[src/rtl/crc_stream_pkg.sv]
// ----------------------------------------------------------------------------
// crc_stream_pkg
//   Shared definitions for the crc_stream block.
//   - state_t   : frame FSM states (idle, payload running, CRC append)
//   - MODE_GEN  : generate mode (mode input = 0)
//   - MODE_CHK  : check mode    (mode input = 1)
//   - num_words : number of DW-bit words needed to carry a CW-bit CRC
// ----------------------------------------------------------------------------
package crc_stream_pkg;

   typedef enum logic [1:0] {
      ST_IDLE   = 2'd0,
      ST_RUN    = 2'd1,
      ST_APPEND = 2'd2
   } state_t;

   localparam logic MODE_GEN = 1'b0;
   localparam logic MODE_CHK = 1'b1;

   function automatic int num_words(input int cw, input int dw);
      return (cw + dw - 1) / dw;
   endfunction

endpackage

[src/rtl/crc_stream_step.sv]
// ----------------------------------------------------------------------------
// crc_stream_step
//   Combinational CRC register update for one DW-bit beat, MSB first.
//   Each data bit performs: fb = r[CW-1] ^ d; r = {r[CW-2:0],0} ^ (fb ? POLY : 0)
// Ports
//   crc_in   in  CW  register value before the beat
//   data_in  in  DW  beat payload, data_in[DW-1] processed first
//   crc_next out CW  register value after all DW bits
// ----------------------------------------------------------------------------
module crc_stream_step #(
   parameter int            CW   = 5,
   parameter logic [CW-1:0] POLY = CW'(5'h05),
   parameter int            DW   = 1
) (
   input  logic [CW-1:0] crc_in,
   input  logic [DW-1:0] data_in,
   output logic [CW-1:0] crc_next
);

   logic [CW-1:0] r;
   logic          fb;

   always_comb begin
      r  = crc_in;
      fb = 1'b0;
      for (int i = DW - 1; i >= 0; i--) begin
         fb = r[CW-1] ^ data_in[i];
         r  = {r[CW-2:0], 1'b0} ^ (fb ? POLY : '0);
      end
      crc_next = r;
   end

endmodule

[src/rtl/crc_stream.sv]
// ----------------------------------------------------------------------------
// crc_stream
//   Framed CRC generator / checker, DW bits per beat, MSB first.
//   Generate mode can append the finished CRC on the out_* stream; check mode
//   compares the raw register against RESIDUE at frame end.
// Ports
//   clk, rst_n            clock (rising edge), async active-low reset
//   mode                  0 generate / 1 check, sampled on the sof beat
//   in_valid/in_ready     input beat handshake
//   in_sof/in_last        frame delimiters (may coincide)
//   in_data [DW]          payload, MSB first
//   out_valid/out_ready   appended CRC word handshake
//   out_data [DW]         CRC word, MSB first, last word zero-padded in LSBs
//   crc_out [CW]          register ^ XOR_OUT, held until next frame end
//   crc_valid             1-cycle pulse when crc_out/crc_ok update
//   crc_ok                check mode: raw register == RESIDUE
//   frame_err             1-cycle pulse on protocol violation
// All outputs are registered.
// ----------------------------------------------------------------------------
module crc_stream
   import crc_stream_pkg::*;
#(
   parameter int            CW      = 5,
   parameter logic [CW-1:0] POLY    = CW'(5'h05),
   parameter logic [CW-1:0] INIT    = CW'(5'h1F),
   parameter logic [CW-1:0] XOR_OUT = CW'(5'h00),
   parameter int            DW      = 1,
   parameter logic [CW-1:0] RESIDUE = CW'(5'h00),
   parameter bit            APPEND  = 1'b1
) (
   input  logic          clk,
   input  logic          rst_n,
   input  logic          mode,
   input  logic          in_valid,
   output logic          in_ready,
   input  logic          in_sof,
   input  logic          in_last,
   input  logic [DW-1:0] in_data,
   output logic          out_valid,
   input  logic          out_ready,
   output logic [DW-1:0] out_data,
   output logic [CW-1:0] crc_out,
   output logic          crc_valid,
   output logic          crc_ok,
   output logic          frame_err
);

   localparam int NW    = num_words(CW, DW);
   localparam int PW    = NW * DW;
   localparam int CNT_W = (NW > 1) ? $clog2(NW) : 1;

   state_t         state_q, state_d;
   logic [CW-1:0]  r_q, r_d;
   logic           mode_q, mode_d;
   logic           in_ready_q, in_ready_d;
   logic           out_valid_q, out_valid_d;
   logic [DW-1:0]  out_data_q, out_data_d;
   logic [PW-1:0]  pad_q, pad_d;
   logic [CNT_W-1:0] wcnt_q, wcnt_d;
   logic [CW-1:0]  crc_out_q, crc_out_d;
   logic           crc_valid_q, crc_valid_d;
   logic           crc_ok_q, crc_ok_d;
   logic           frame_err_q, frame_err_d;

   logic           beat_acc;
   logic           mode_eff;
   logic [CW-1:0]  step_in;
   logic [CW-1:0]  step_out;
   logic [PW-1:0]  pad_load;
   logic [PW-1:0]  pad_shift;

   // A sof beat always starts from INIT, regardless of the running register.
   assign step_in  = in_sof ? INIT : r_q;
   // The mode of a frame ending on its own sof beat is the live input.
   assign mode_eff = in_sof ? mode : mode_q;
   assign beat_acc = in_valid & in_ready_q;

   crc_stream_step #(
      .CW   (CW),
      .POLY (POLY),
      .DW   (DW)
   ) u_step (
      .crc_in   (step_in),
      .data_in  (in_data),
      .crc_next (step_out)
   );

   // Final CRC left-justified in the word buffer so the padding lands in the
   // LSBs of the last word.
   assign pad_load  = PW'(step_out ^ XOR_OUT) << (PW - CW);
   assign pad_shift = pad_q << DW;

   always_comb begin
      state_d     = state_q;
      r_d         = r_q;
      mode_d      = mode_q;
      in_ready_d  = in_ready_q;
      out_valid_d = out_valid_q;
      out_data_d  = out_data_q;
      pad_d       = pad_q;
      wcnt_d      = wcnt_q;
      crc_out_d   = crc_out_q;
      crc_ok_d    = crc_ok_q;
      crc_valid_d = 1'b0;
      frame_err_d = 1'b0;

      case (state_q)
         ST_IDLE, ST_RUN: begin
            if (beat_acc) begin
               if (!in_sof && (state_q == ST_IDLE)) begin
                  // Stray beat outside a frame: dropped, register untouched.
                  frame_err_d = 1'b1;
               end else begin
                  // sof inside a frame aborts it and restarts from INIT.
                  if (in_sof && (state_q == ST_RUN)) frame_err_d = 1'b1;
                  if (in_sof) mode_d = mode;
                  r_d = step_out;
                  if (in_last) begin
                     crc_valid_d = 1'b1;
                     crc_out_d   = step_out ^ XOR_OUT;
                     crc_ok_d    = (mode_eff == MODE_CHK) && (step_out == RESIDUE);
                     if (APPEND && (mode_eff == MODE_GEN)) begin
                        state_d     = ST_APPEND;
                        in_ready_d  = 1'b0;
                        out_valid_d = 1'b1;
                        pad_d       = pad_load;
                        out_data_d  = pad_load[PW-1 -: DW];
                        wcnt_d      = '0;
                     end else begin
                        state_d = ST_IDLE;
                     end
                  end else begin
                     state_d = ST_RUN;
                  end
               end
            end
         end
         ST_APPEND: begin
            if (out_valid_q && out_ready) begin
               if (wcnt_q == CNT_W'(NW - 1)) begin
                  state_d     = ST_IDLE;
                  in_ready_d  = 1'b1;
                  out_valid_d = 1'b0;
                  out_data_d  = '0;
               end else begin
                  wcnt_d     = wcnt_q + CNT_W'(1);
                  pad_d      = pad_shift;
                  out_data_d = pad_shift[PW-1 -: DW];
               end
            end
         end
         default: begin
            state_d     = ST_IDLE;
            in_ready_d  = 1'b1;
            out_valid_d = 1'b0;
            out_data_d  = '0;
         end
      endcase
   end

   always_ff @(posedge clk or negedge rst_n) begin
      if (!rst_n) begin
         state_q     <= ST_IDLE;
         r_q         <= INIT;
         mode_q      <= MODE_GEN;
         in_ready_q  <= 1'b1;
         out_valid_q <= 1'b0;
         out_data_q  <= '0;
         pad_q       <= '0;
         wcnt_q      <= '0;
         crc_out_q   <= '0;
         crc_valid_q <= 1'b0;
         crc_ok_q    <= 1'b0;
         frame_err_q <= 1'b0;
      end else begin
         state_q     <= state_d;
         r_q         <= r_d;
         mode_q      <= mode_d;
         in_ready_q  <= in_ready_d;
         out_valid_q <= out_valid_d;
         out_data_q  <= out_data_d;
         pad_q       <= pad_d;
         wcnt_q      <= wcnt_d;
         crc_out_q   <= crc_out_d;
         crc_valid_q <= crc_valid_d;
         crc_ok_q    <= crc_ok_d;
         frame_err_q <= frame_err_d;
      end
   end

   assign in_ready  = in_ready_q;
   assign out_valid = out_valid_q;
   assign out_data  = out_data_q;
   assign crc_out   = crc_out_q;
   assign crc_valid = crc_valid_q;
   assign crc_ok    = crc_ok_q;
   assign frame_err = frame_err_q;

endmodule

[config.mk]
export PLATFORM = sky130hd
export DESIGN_NAME = crc_stream
export DESIGN_NICKNAME = d
export VERILOG_FILES = /design/src/rtl/crc_stream_pkg.sv /design/src/rtl/crc_stream_step.sv /design/src/rtl/crc_stream.sv
export SDC_FILE = /design/constraint.sdc
export NUM_CORES = 1
export LEC_CHECK = 0
export BUFFER_PORTS_ARGS = -buffer_cell sky130_fd_sc_hd__buf_2
export CAP_MARGIN = 40
export CORE_MARGIN = 2
export CORE_UTILIZATION = 45
export DETAILED_ROUTE_END_ITERATION = 8
export GPL_TIMING_DRIVEN = 0
export HOLD_SLACK_MARGIN = 0.1
export PLACE_DENSITY = 0.64
export SYNTH_ARGS = -nofsm -noshare
export SYNTH_HDL_FRONTEND = slang
export SYNTH_SLANG_ARGS = --single-unit
[constraint.sdc]
create_clock -name clk -period 1.8 [get_ports clk]
set_input_delay 0.09 -clock clk [delete_from_list [all_inputs] [get_ports clk]]
set_output_delay 0.09 -clock clk [all_outputs]
set_load 0.005 [all_outputs]
After elaboration in Yosys (flattened, before gate mapping)
Index checks and enable logic that the tools add are counted.
- bits in registers: 26
- word-level logic and storage cells: 95
- output and inout port bits: 11
- multiplexer cells: 53
- add/subtract/negate cells: 1
- reduce and logical (&&, ||, !) cells: 15
- eq/ne operators: 10
- bitwise gates (word level): 4
- operators by type and width (operator ; number):
    two-way mux 1 bit ; 27
    two-way mux 4 bit ; 6
    two-way mux 3 bit ; 7
    != test 2 bit (second input constant) ; 7
    two-way mux 2 bit ; 6
    case mux 4 bit (2 select lines) ; 1
    AND reduction 4 bit ; 2
    AND reduction 7 bit ; 1
    case mux 1 bit (2 select lines) ; 3
    case mux 3 bit (2 select lines) ; 1
    AND reduction 6 bit ; 1
    zero test 5 bit ; 1
    two-way mux 5 bit ; 1
    AND reduction 5 bit ; 1
    XOR 5 x 3 -> 5 bit ; 1
    logical AND 1 bit ; 4
    case mux 2 bit (2 select lines) ; 1
    adder 3 x 1 -> 3 bit (second input constant) ; 1
    == test 3 bit (second input constant) ; 1
    AND reduction 3 bit ; 1
    == test 2 x 1 -> 1 bit (second input constant) ; 1
    == test 2 bit (second input constant) ; 1
    zero test 2 bit ; 1
    nonzero test 2 bit ; 1
    5 further kinds ; 5

Longest topological paths before layout
Gate-level depths: netlist of run 1.
- word-level depth: 9
- depth in mapped cells: 6

Modules after synthesis
Synthesis of run 1 repeated with hierarchy kept, for this count alone.
- cell total of the unflattened synthesis: 107
- area total of the unflattened synthesis: 1322.5 µm²
- modules (own cells, without submodules) (module ; area an instance (µm²) ; cells each ; instances):
    crc_stream ; 1260.0 ; 101 ; 1
    crc_stream_step ; 62.6 ; 6 ; 1

Least setup slack after synthesis of run 1
Ideal clock, no wire load.
- path kind: register -> register
- start point: reg wcnt_q[0]
- end point: reg pad_q[1]
- clock period less this slack: 1.521 ns
- cell stages (with the launch flop): 7
- data required time: 1.675 ns
- buffers on the path: 0
- slack: 0.279 ns
- arrival time: 1.396 ns
- path through: dfrtp_1 > inv_1 > ha_1 > nand2_1 > nand3_1 > o21ai_4 > mux2_4
- word-level cells in the longest chain between the ends: 3
- RTL lines (what ; RTL line ; RTL):
    start: declaration ; crc_stream.sv:59 ; logic [CNT_W-1:0] wcnt_q, wcnt_d;
    start signal: assignment ; crc_stream.sv:183 ; wcnt_q <= wcnt_d;
    == test 3 bit ; crc_stream.sv:140 ; if (wcnt_q == CNT_W'(NW - 1)) begin
    != test 2 bit (no source line) ; - ;
    AND reduction 7 bit (no source line) ; - ;
    end signal: assignment ; crc_stream.sv:182 ; pad_q <= pad_d;
    end: declaration ; crc_stream.sv:58 ; logic [PW-1:0] pad_q, pad_d;
No other way between the ends.
A chain may end at the register's enable or synchronous reset.

Final worst setup path of run 1
Same ends and word-level chain as after synthesis.

==> results of run 1 <==
==> worst register-to-register path, delay by kind of cell, from the launching register on <==
kind	cells	cell delay, ns
AO/OA/AOI/OAI	2	0.37
adder cells (fa/ha/maj)	1	0.19
AND/OR/NAND/NOR	1	0.20
flip-flops	1	0.41
buffers and inverters	1	0.06
multiplexers	1	0.33
==> kinds of logic (layout without fill, tap and decap cells) <==
group,Yosys count,in the layout,synth area share
xor+xnor,4,4,0.0385
mux,9,9,0.0888
buf+inv,12,37,0.0552
flops,26,26,0.519
fa+ha+maj,2,2,0.0197
compound gates,24,24,0.139
simple gates,37,37,0.140
==> layer usage <==
metal / vias to the layer above / track usage / share of wire
met2: 13 / 0.259 / 0.48
met4: 0 / 0.0698 / 0.0094
li1: 440 / - / -
met5: - / 0 / 0
met1: 440 / 0.209 / 0.48
met3: 2 / 0.0204 / 0.025
==> synthesized netlist by cell type, drive strengths merged (2+ instances only) <==
master,number,area share
buf,5,0.035
nand3,2,0.0079
nor3,2,0.0079
inv,7,0.021
xor2,2,0.014
ha,2,0.020
a21o,3,0.018
dfstp,6,0.12
o21ai,15,0.071
nor2,9,0.031
a22oi,2,0.012
nand2,18,0.053
dfrtp,20,0.39
mux2,6,0.062
mux2i,3,0.027
==> final timing paths <==
| path | depth (start not counted) | start | end |
|---|---|---|---|
| hold reg to reg | 2 | r_q[0] | r_q[0] |
| hold / removal | 3 | in_sof | mode_q |
| min in group asynchronous | 2 | rst_n | crc_out[0] |
| max in group asynchronous | 2 | rst_n | r_q[1] |
| setup / recovery | 6 | wcnt_q[0] | pad_q[1] |
| setup reg to reg | 6 | wcnt_q[0] | pad_q[1] |
==> cell type report <==
class / count / area, um^2 / area share
Tap cell: 31 / 38.8 / 0.0263
Buffer: 5 / 43.8 / 0.0297
Sequential cell: 26 / 658 / 0.447
Multi-Input combinational cell: 76 / 546 / 0.370
Inverter: 7 / 26.3 / 0.0178
Timing Repair Buffer: 21 / 125 / 0.0849
Clock buffer: 4 / 36.3 / 0.0246
==> registers in the layout, indices dropped and copies added, names as in the netlist <==
| signal | cells |
|---|---|
| out_valid | 1 |
| crc_valid | 1 |
| in_ready | 1 |
| frame_err | 1 |
| out_data | 1 |
| mode_q | 1 |
| pad_q | 4 |
| crc_ok | 1 |
| wcnt_q | 3 |
| crc_out | 5 |
| r_q | 5 |
| state_q | 2 |
==> what timing repair did <==
action,4_1_cts,5_1_grt
endpoints found under the hold margin,23,0
endpoints found under the setup margin,0,3
hold buffers,4,0
gates resized for setup,0,1
==> power by group <==
group / switching (mW) / internal (mW)
clock: 0.169 / 0.124
combinational: 0.520 / 0.526
sequential: 0.175 / 0.894
total: 0.863 / 1.54
==> stage by stage <==
step	area (um^2)	std cells	utilization
after floorplan	1270	114	-
final	1470	170	0.544
after global placement	1390	162	0.514
after detailed placement	1390	162	0.514
after global routing	1470	170	0.544
after CTS	1470	170	0.542
==> impl_metrics.csv, run 1 <==
group,metric,value,unit
clock_network,clockBufferDepth,2,
floorplanning,core_area,0.00271,mm^2
setup_path,crit_type,"register to register",
cells_and_area,final_nets,150,
clock_network,clock_latency,0.31,ns
floorplanning,fp.dieH,57.1,um
sta,final_max_slew_viol_count,0,
place,gp_congestion,0.705,
clock_network,cts_setup_buffers,0,
logic_synthesis,synth.cell_area,0.00127,mm^2
sta,slew_headroom,0.618,
cells_and_area,final_common_cell,"dfrtp_1",
logic_synthesis,synth_area_per_cell,11.1,um^2
setup_path,end_kind,"register",
sta,rsz0062_at_grt,"no",
power,power_leakage,0.707,nW
power,power_density,1630,mW/mm^2
cells_and_area,areaGrowthSynthToFinish,16.2,%
place,place_ws,0.0975,ns
sta,finalSetupViolCount,0,
flow_run,drv_cap,0,
cells_and_area,final_cell_mix,"20 x dfrtp_1, 19 x buf_2, 18 x nand2_1, 9 x o21ai_1, 7 x nor2_1",
global_route,grt_use_total,0.158,
setup_path,cp_cell_sequence,"inv_1 > ha_1 > nand2_1 > a32oi_4 > o21ai_4 > mux2_4",
floorplanning,start_util,0.468,
setup_path,path_delay_family,"flip-flops",
logic_synthesis,ys_types,35,
setup_path,crit_required,2.02,ns
run_status,status,"completed",
setup_path,startpoint_type,"register",
logic_synthesis,async_flop_share,1.00,
sta,hold_ws,0.115,ns
logic_synthesis,ys.flop_type,"dfrtp_1",
drt,route.detailed.drc,0,
sta,finalCriticalPeriod,1.67,ns
logic_synthesis,yosys_register_bits,26,
clock_network,cts_buffers,3,
logic_synthesis,syn_nets,124,
drt,drt_iter0_drc,16,
logic_synthesis,synth_edf_count,0,
floorplanning,die_w,57.1,um
sta,fin_worst_skew,0.00216,ns
global_route,grt_pass1_vias,885,
global_route,grt_pass1_wl,3.96,mm
setup_path,path_max_fanout,6,
global_route,grt.overflow.total,0,
setup_path,arrival,1.89,ns
drt,via_count,895,
sta,period_share,0.928,
cells_and_area,diodes,0,
drt,drt_wl_total,2.33,mm
place,port_buffers,17,
drt,ant_nets,0,
setup_path,cp_num_buf_inv,1,
sta,hold_viol,0,
drt,avgViaCountPerCell,5.26,
sta,setup_tns,0,ns
sta,max_freq,599,MHz
clock_network,cts-root-buf,"clkbuf_4",
floorplanning,num_rows,19,
floorplanning,dieArea,0.00326,mm^2
cells_and_area,final_layout_size_suffix_gt1_frac,0.317,
clock_network,htree_levels,1,
global_route,grt_start_max_net_pins,27,
hold_path,hp-class,"primary input to register",
cells_and_area,num-fill-cells,244,
drt,routedWlPerCell,13.7,um
logic_synthesis,ys_warn_count,0,
clock_network,cts_tree,"yes",
clock_network,path_clk_slew,0.14,ns
logic_synthesis,seq_area_frac_synth,0.519,
global_route,antenna_found_initial,0,
floorplanning,ios,19,
sta,worst_slew_pin_slew,0.573,ns
power,ir_worst_vdd,0.963,mV
place,hpwl,1.68,mm
logic_synthesis,synthCells,114,
setup_path,cp_slowest_stage_delay,0.41,ns
clock_network,cts_sinks,26,
sta,postLayoutSetupSlackWorst,0.129,ns
setup_path,r2r_slack,0.13,ns
drt,drt_first_pass_iters,4,
setup_path,crit_slowest_cell,"dfrtp_1",
power,p_total,2.41,mW
No activity file was read; power rests on OpenSTA's default activity.
==> run 2: changes to the inputs <==
CORE_MARGIN = 3   (was 2)
clock period = 1.7 ns   (was 1.8 ns; I/O delays follow)
==> run 2 against run 1 <==
Against the previous run: flip-flop and latch count is the same; first-iteration DRC count down 38%; critical path depth did not move; sequential power up 6%; critical endpoint is now pad_q[3]; via count grew 1.1%; worst hold slack better by 0.027 ns; global-route usage is 0.40 points higher; wire length down 2.2%; clock power is 7% higher; design area grew 2.3%.
==> impl_metrics.csv, run 2 (synthesized netlist as in run 1, its figures left out) <==
group,metric,value,unit
run_status,status,"completed",
global_route,grt_pass1_wl,4.31,mm
clock_network,cts_buffers,3,
clock_network,cts_sinks,26,
setup_path,arrival,1.84,ns
cells_and_area,multi_input_area,548,um^2
setup_path,startpoint_type,"primary input",
drt,drt_first_pass_iters,4,
sta,setup_tns,0,ns
place,port_buffers,17,
floorplanning,fp.dieH,59.1,um
drt,avgViaCountPerCell,5.23,
floorplanning,core_area,0.00257,mm^2
setup_path,path_max_fanout,10,
setup_path,crit_type,"primary input to register",
setup_path,path_delay_family,"buffers and inverters",
clock_network,clockBufferDepth,2,
sta,fin_worst_skew,0.00862,ns
sta,rsz0062_at_grt,"no",
power,p_total,2.60,mW
global_route,grt_use_total,0.162,
global_route,grt.overflow.total,0,
drt,route.detailed.drc,0,
drt,ant_nets,0,
floorplanning,num_rows,18,
setup_path,crit_required,1.91,ns
place,placed_area,0.00139,mm^2
sta,hold_viol,0,
cells_and_area,final_layout_size_suffix_gt1_frac,0.336,
cells_and_area,final_cell_mix,"20 x dfrtp_1, 19 x buf_2, 17 x nand2_1, 9 x o21ai_1, 7 x nor2_1",
sta,worst_slew_pin_slew,0.592,ns
setup_path,cp_num_buf_inv,2,
place,place_inst,161,
setup_path,cp_cell_sequence,"dlygate4sd3_1 > buf_6 > mux2i_2 > a32oi_4 > o21ai_4 > mux2_4",
sta,finalSetupViolCount,0,
flow_run,drv_cap,0,
sta,max_freq,615,MHz
cells_and_area,num-fill-cells,234,
cells_and_area,areaGrowthSynthToFinish,18.8,%
power,power_density,1730,mW/mm^2
cells_and_area,fin_util,0.587,
drt,drt_wl_total,2.28,mm
place,hpwl,1.65,mm
sta,final_max_slew_viol_count,0,
floorplanning,dieArea,0.00349,mm^2
drt,routedWlPerCell,13.2,um
global_route,antenna_found_initial,0,
cells_and_area,fin_cells,173,
clock_network,cts-root-buf,"clkbuf_4",
hold_path,hp-class,"primary input to register",
cells_and_area,diodes,0,
clock_network,clock_latency,0.32,ns
sta,finalCriticalPeriod,1.62,ns
setup_path,crit_slowest_cell,"dlygate4sd3_1",
floorplanning,ios,19,
cells_and_area,final_common_cell,"dfrtp_1",
drt,via_count,905,
global_route,grt_pass1_vias,932,
setup_path,end_kind,"register",
floorplanning,start_util,0.494,
clock_network,path_clk_slew,0.14,ns
power,power_leakage,0.727,nW
place,gp_congestion,0.725,
clock_network,htree_levels,1,
cells_and_area,regArea,658,um^2
setup_path,r2r_slack,0.09,ns
sta,period_share,0.956,
floorplanning,die_w,59.1,um
global_route,grt_start_max_net_pins,27,
cells_and_area,fin_area,0.00151,mm^2
cells_and_area,final_nets,154,
sta,slew_headroom,0.605,
drt,drt_iter0_drc,10,
setup_path,cp_slowest_stage_delay,0.54,ns
power,ir_worst_vdd,1.09,mV
clock_network,cts_tree,"yes",
## run 2: what timing repair did
action,CTS,global route
hold endpoints to repair,23,0
buffers inserted,0,3
resized for setup,1,1
hold buffers,5,0
setup endpoints to repair,3,5
pin swaps,0,2
## run 2: power by group
| part | internal (mW) | switching, mW |
|---|---|---|
| sequential | 0.946 | 0.183 |
| clock | 0.131 | 0.180 |
| combinational | 0.602 | 0.563 |
## run 2: layout make-up
cell class | instances | share of cell area
Buffer | 5 | 0.0290
Multi-Input combinational cell | 76 | 0.363
Tap cell | 30 | 0.0249
Clock buffer | 4 | 0.0241
Inverter | 7 | 0.0174
Sequential cell | 26 | 0.437
Timing Repair Buffer | 25 | 0.105
## run 2: layer usage
layer  track usage  up-vias  wire (um)
li1              -      450          -
met1         0.218      429       1070
met2         0.260       20       1090
met3        0.0261        6         89
met4        0.0647        0         30
met5             0        -          0
## run 2: tightest hold or removal path, delay by kind of cell
kind / cells / cell delay, ns
buffers and inverters: 1 / 0.10
xor gates and xnor gates: 1 / 0.14
and+or+nand+nor: 2 / 0.15
## run 2: per-stage QoR
step                      hold WS, ns  setup slack (ns)
final                           0.143            0.0753
after global routing            0.168          0.000637
after CTS                       0.149            0.0268
after detailed placement        0.116           0.00199
after global placement          0.102            0.0191
after floorplan                -0.211             0.179
## run 2: path summary, 6_finish.rpt
check / from / endpoint / cells past startpoint
max: in_sof / pad_q[3] / 6
min: in_data / r_q[0] / 4
max reg2reg: in_ready / pad_q[3] / 4
min reg2reg: r_q[0] / r_q[0] / 2
max in group asynchronous: rst_n / crc_out[3] / 2
min in group asynchronous: rst_n / crc_out[4] / 2
==> run 3: changes to the inputs <==
BUFFER_PORTS_ARGS = unset   (was -buffer_cell sky130_fd_sc_hd__buf_2)
DONT_BUFFER_PORTS = 1   (was unset)
PLACE_DENSITY = unset   (was 0.64)
PLACE_DENSITY_LB_ADDON = 0.15   (was unset)
clock period = 1.77 ns   (was 1.7 ns; I/O delays follow)
==> run 3 against run 2 <==
Against the previous run: register-to-register slack better by 0.05 ns; utilization down 3.6 points; sequential share of layout area up 2.8 points; worst hold slack worse by 0.025 ns; count of clock-buffer cells in the layout down 1; wire length up 0.22%; largest cell class unchanged; die area unchanged; critical path type is now register to register; sequential power about the same; highest routed layer unchanged; critical endpoint is now pad_q[2]; design area down 6.1%; clock power down 23%; first-iteration DRC count rose to 2.9 times the previous value; final cell count down 11%.
==> impl_metrics.csv, run 3 (synthesized netlist as in run 1, its figures left out) <==
group,metric,value,unit
run_status,status,"completed",
floorplanning,ios,19,
setup_path,path_max_fanout,6,
flow_run,drv_cap,0,
power,p_switching,847,uW
floorplanning,start_util,0.494,
sta,slew_headroom,0.748,
setup_path,r2r_slack,0.14,ns
global_route,grt_pass1_vias,845,
cells_and_area,final_layout_size_suffix_gt1_frac,0.226,
setup_path,r2r_start,"wcnt_q[0]",
global_route,grt_start_max_net_pins,27,
clock_network,cts_sinks,26,
power,clkPwrFrac,0.104,
cells_and_area,diodes,0,
setup_path,arrival,1.84,ns
setup_path,critPathLaunch,"wcnt_q[0]",
cells_and_area,final_nets,136,
drt,route.detailed.drc,0,
setup_path,reg2reg_depth,6,
clock_network,cts-root-buf,"clkbuf_4",
setup_path,cp_slowest_stage_delay,0.41,ns
setup_path,crit_type,"register to register",
drt,via_count,825,
cells_and_area,final_common_cell,"dfrtp_1",
sta,period_share,0.920,
place,port_buffers,0,
clock_network,clock_latency,0.31,ns
floorplanning,fp.dieH,59.1,um
drt,drt_wl_total,2.29,mm
setup_path,crit_slowest_cell,"dfrtp_1",
clock_network,path_clk_slew,0.13,ns
sta,finalCriticalPeriod,1.63,ns
sta,max_freq,614,MHz
floorplanning,dieArea,0.00349,mm^2
sta,hold_ws,0.117,ns
place,place_inst,144,
setup_path,crit_required,1.98,ns
cells_and_area,fin_area,0.00142,mm^2
global_route,grt.overflow.total,0,
sta,finalSetupViolCount,0,
power,p_int,1.46,mW
floorplanning,core_area,0.00257,mm^2
clock_network,clockBufferDepth,2,
power,seqPwrFrac,0.483,
clock_network,cts_buffers,3,
global_route,grt_pass1_wl,4.00,mm
power,power_leakage,0.645,nW
hold_path,hp-class,"primary input to register",
setup_path,startpoint_type,"register",
floorplanning,die_w,59.1,um
setup_path,end_kind,"register",
setup_path,endpoint,"pad_q[2]",
cells_and_area,fin_cells,154,
drt,drt_iter0_drc,29,
global_route,antenna_found_initial,0,
drt,avgViaCountPerCell,5.36,
power,pwr-share-comb,0.414,
power,swShare,0.366,
global_route,grt_use_total,0.151,
place,placed_area,0.00131,mm^2
clock_network,htree_levels,1,
drt,routedWlPerCell,14.8,um
drt,drt_first_pass_iters,4,
sta,fin_worst_skew,0.00318,ns
drt,ant_nets,0,
cells_and_area,final_cell_mix,"20 x dfrtp_1, 17 x nand2_1, 9 x o21ai_1, 7 x nor2_1",
power,power_density,1630,mW/mm^2
clock_network,cts_setup_buffers,0,
sta,setup_tns,0,ns
setup_path,r2r-end,"pad_q[2]",
sta,rsz0062_at_grt,"no",
cells_and_area,fin_util,0.552,
floorplanning,num_rows,18,
power,ir_worst_vdd,0.943,mV
cells_and_area,areaGrowthSynthToFinish,11.6,%
place,gp_congestion,0.726,
clock_network,cts_tree,"yes",
setup_path,cp_cell_sequence,"inv_1 > ha_1 > nand2_2 > a32oi_4 > o21ai_4 > mux2_4",
sta,worst_slew_pin_slew,0.376,ns
sta,final_max_slew_viol_count,0,
place,hpwl,1.64,mm
sta,hold_viol,0,
## run 3: cell types whose count changed in the layout (fill, tap and decap cells not counted), sizes merged
cell	before	now
buf	25	6
clkbuf	4	3
dlygate4sd3	5	6
## run 3: what timing repair did
| item | CTS | global route |
|---|---|---|
| endpoints found under the setup margin | 0 | 4 |
| endpoints found under the hold margin | 34 | 0 |
| hold buffers | 7 | 0 |
| gates resized for setup | 0 | 2 |
## run 3: per-layer routing
layer	routed length, um	GRT usage
met1	1050	0.198
met2	1100	0.254
met3	119	0.0240
met4	12	0.0485
met5	0	0
## run 3: per-stage QoR
stage,setup slack (ns),total power [mW]
finish,0.141,2.31
global route,0.0412,2.52
CTS,0.0186,2.34
detailed placement,0.0392,2.05
global placement,0.0858,2.02
floorplan,0.249,1.86
## run 3: power by group through the flow
stage                     registers, mW  logic (mW)  clock network (mW)
final                              1.12       0.956               0.240
after CTS                          1.12       0.960               0.262
after floorplan                    1.08       0.783                   0
after global placement             1.12       0.898                   0
after global routing               1.16        1.09               0.274
after detailed placement           1.13       0.918                   0
## run 3: final cells by class
cell class              instances  area [um^2]
plain buffers                   5         43.8
clock buffers                   3         22.5
fillers                       232         1150
inverters                       7         26.3
multi-input cells              76          548
flip-flops and latches         26          658
well taps                      30         37.5
repair buffers                  7         80.1
## run 3: critical path: cells and delay by family, from the launching register on
family / cells / cell delay, ns
flip-flops: 1 / 0.41
AO/OA/AOI/OAI: 2 / 0.39
adder cells (fa/ha/maj): 1 / 0.20
AND/OR/NAND/NOR: 1 / 0.14
multiplexers: 1 / 0.33
buffers and inverters: 1 / 0.06
## run 3: worst min-delay path by stage
stage,from,to,depth (start not counted),slack [ns]
finish,in_data,r_q[2],2,0.12
detailed placement,rst_n,crc_out[0],0,-0.21
CTS,in_data,r_q[2],2,0.10
floorplan,rst_n,crc_ok,0,-0.21
global placement,rst_n,crc_out[0],0,-0.21
global route,in_data,r_q[2],2,0.11
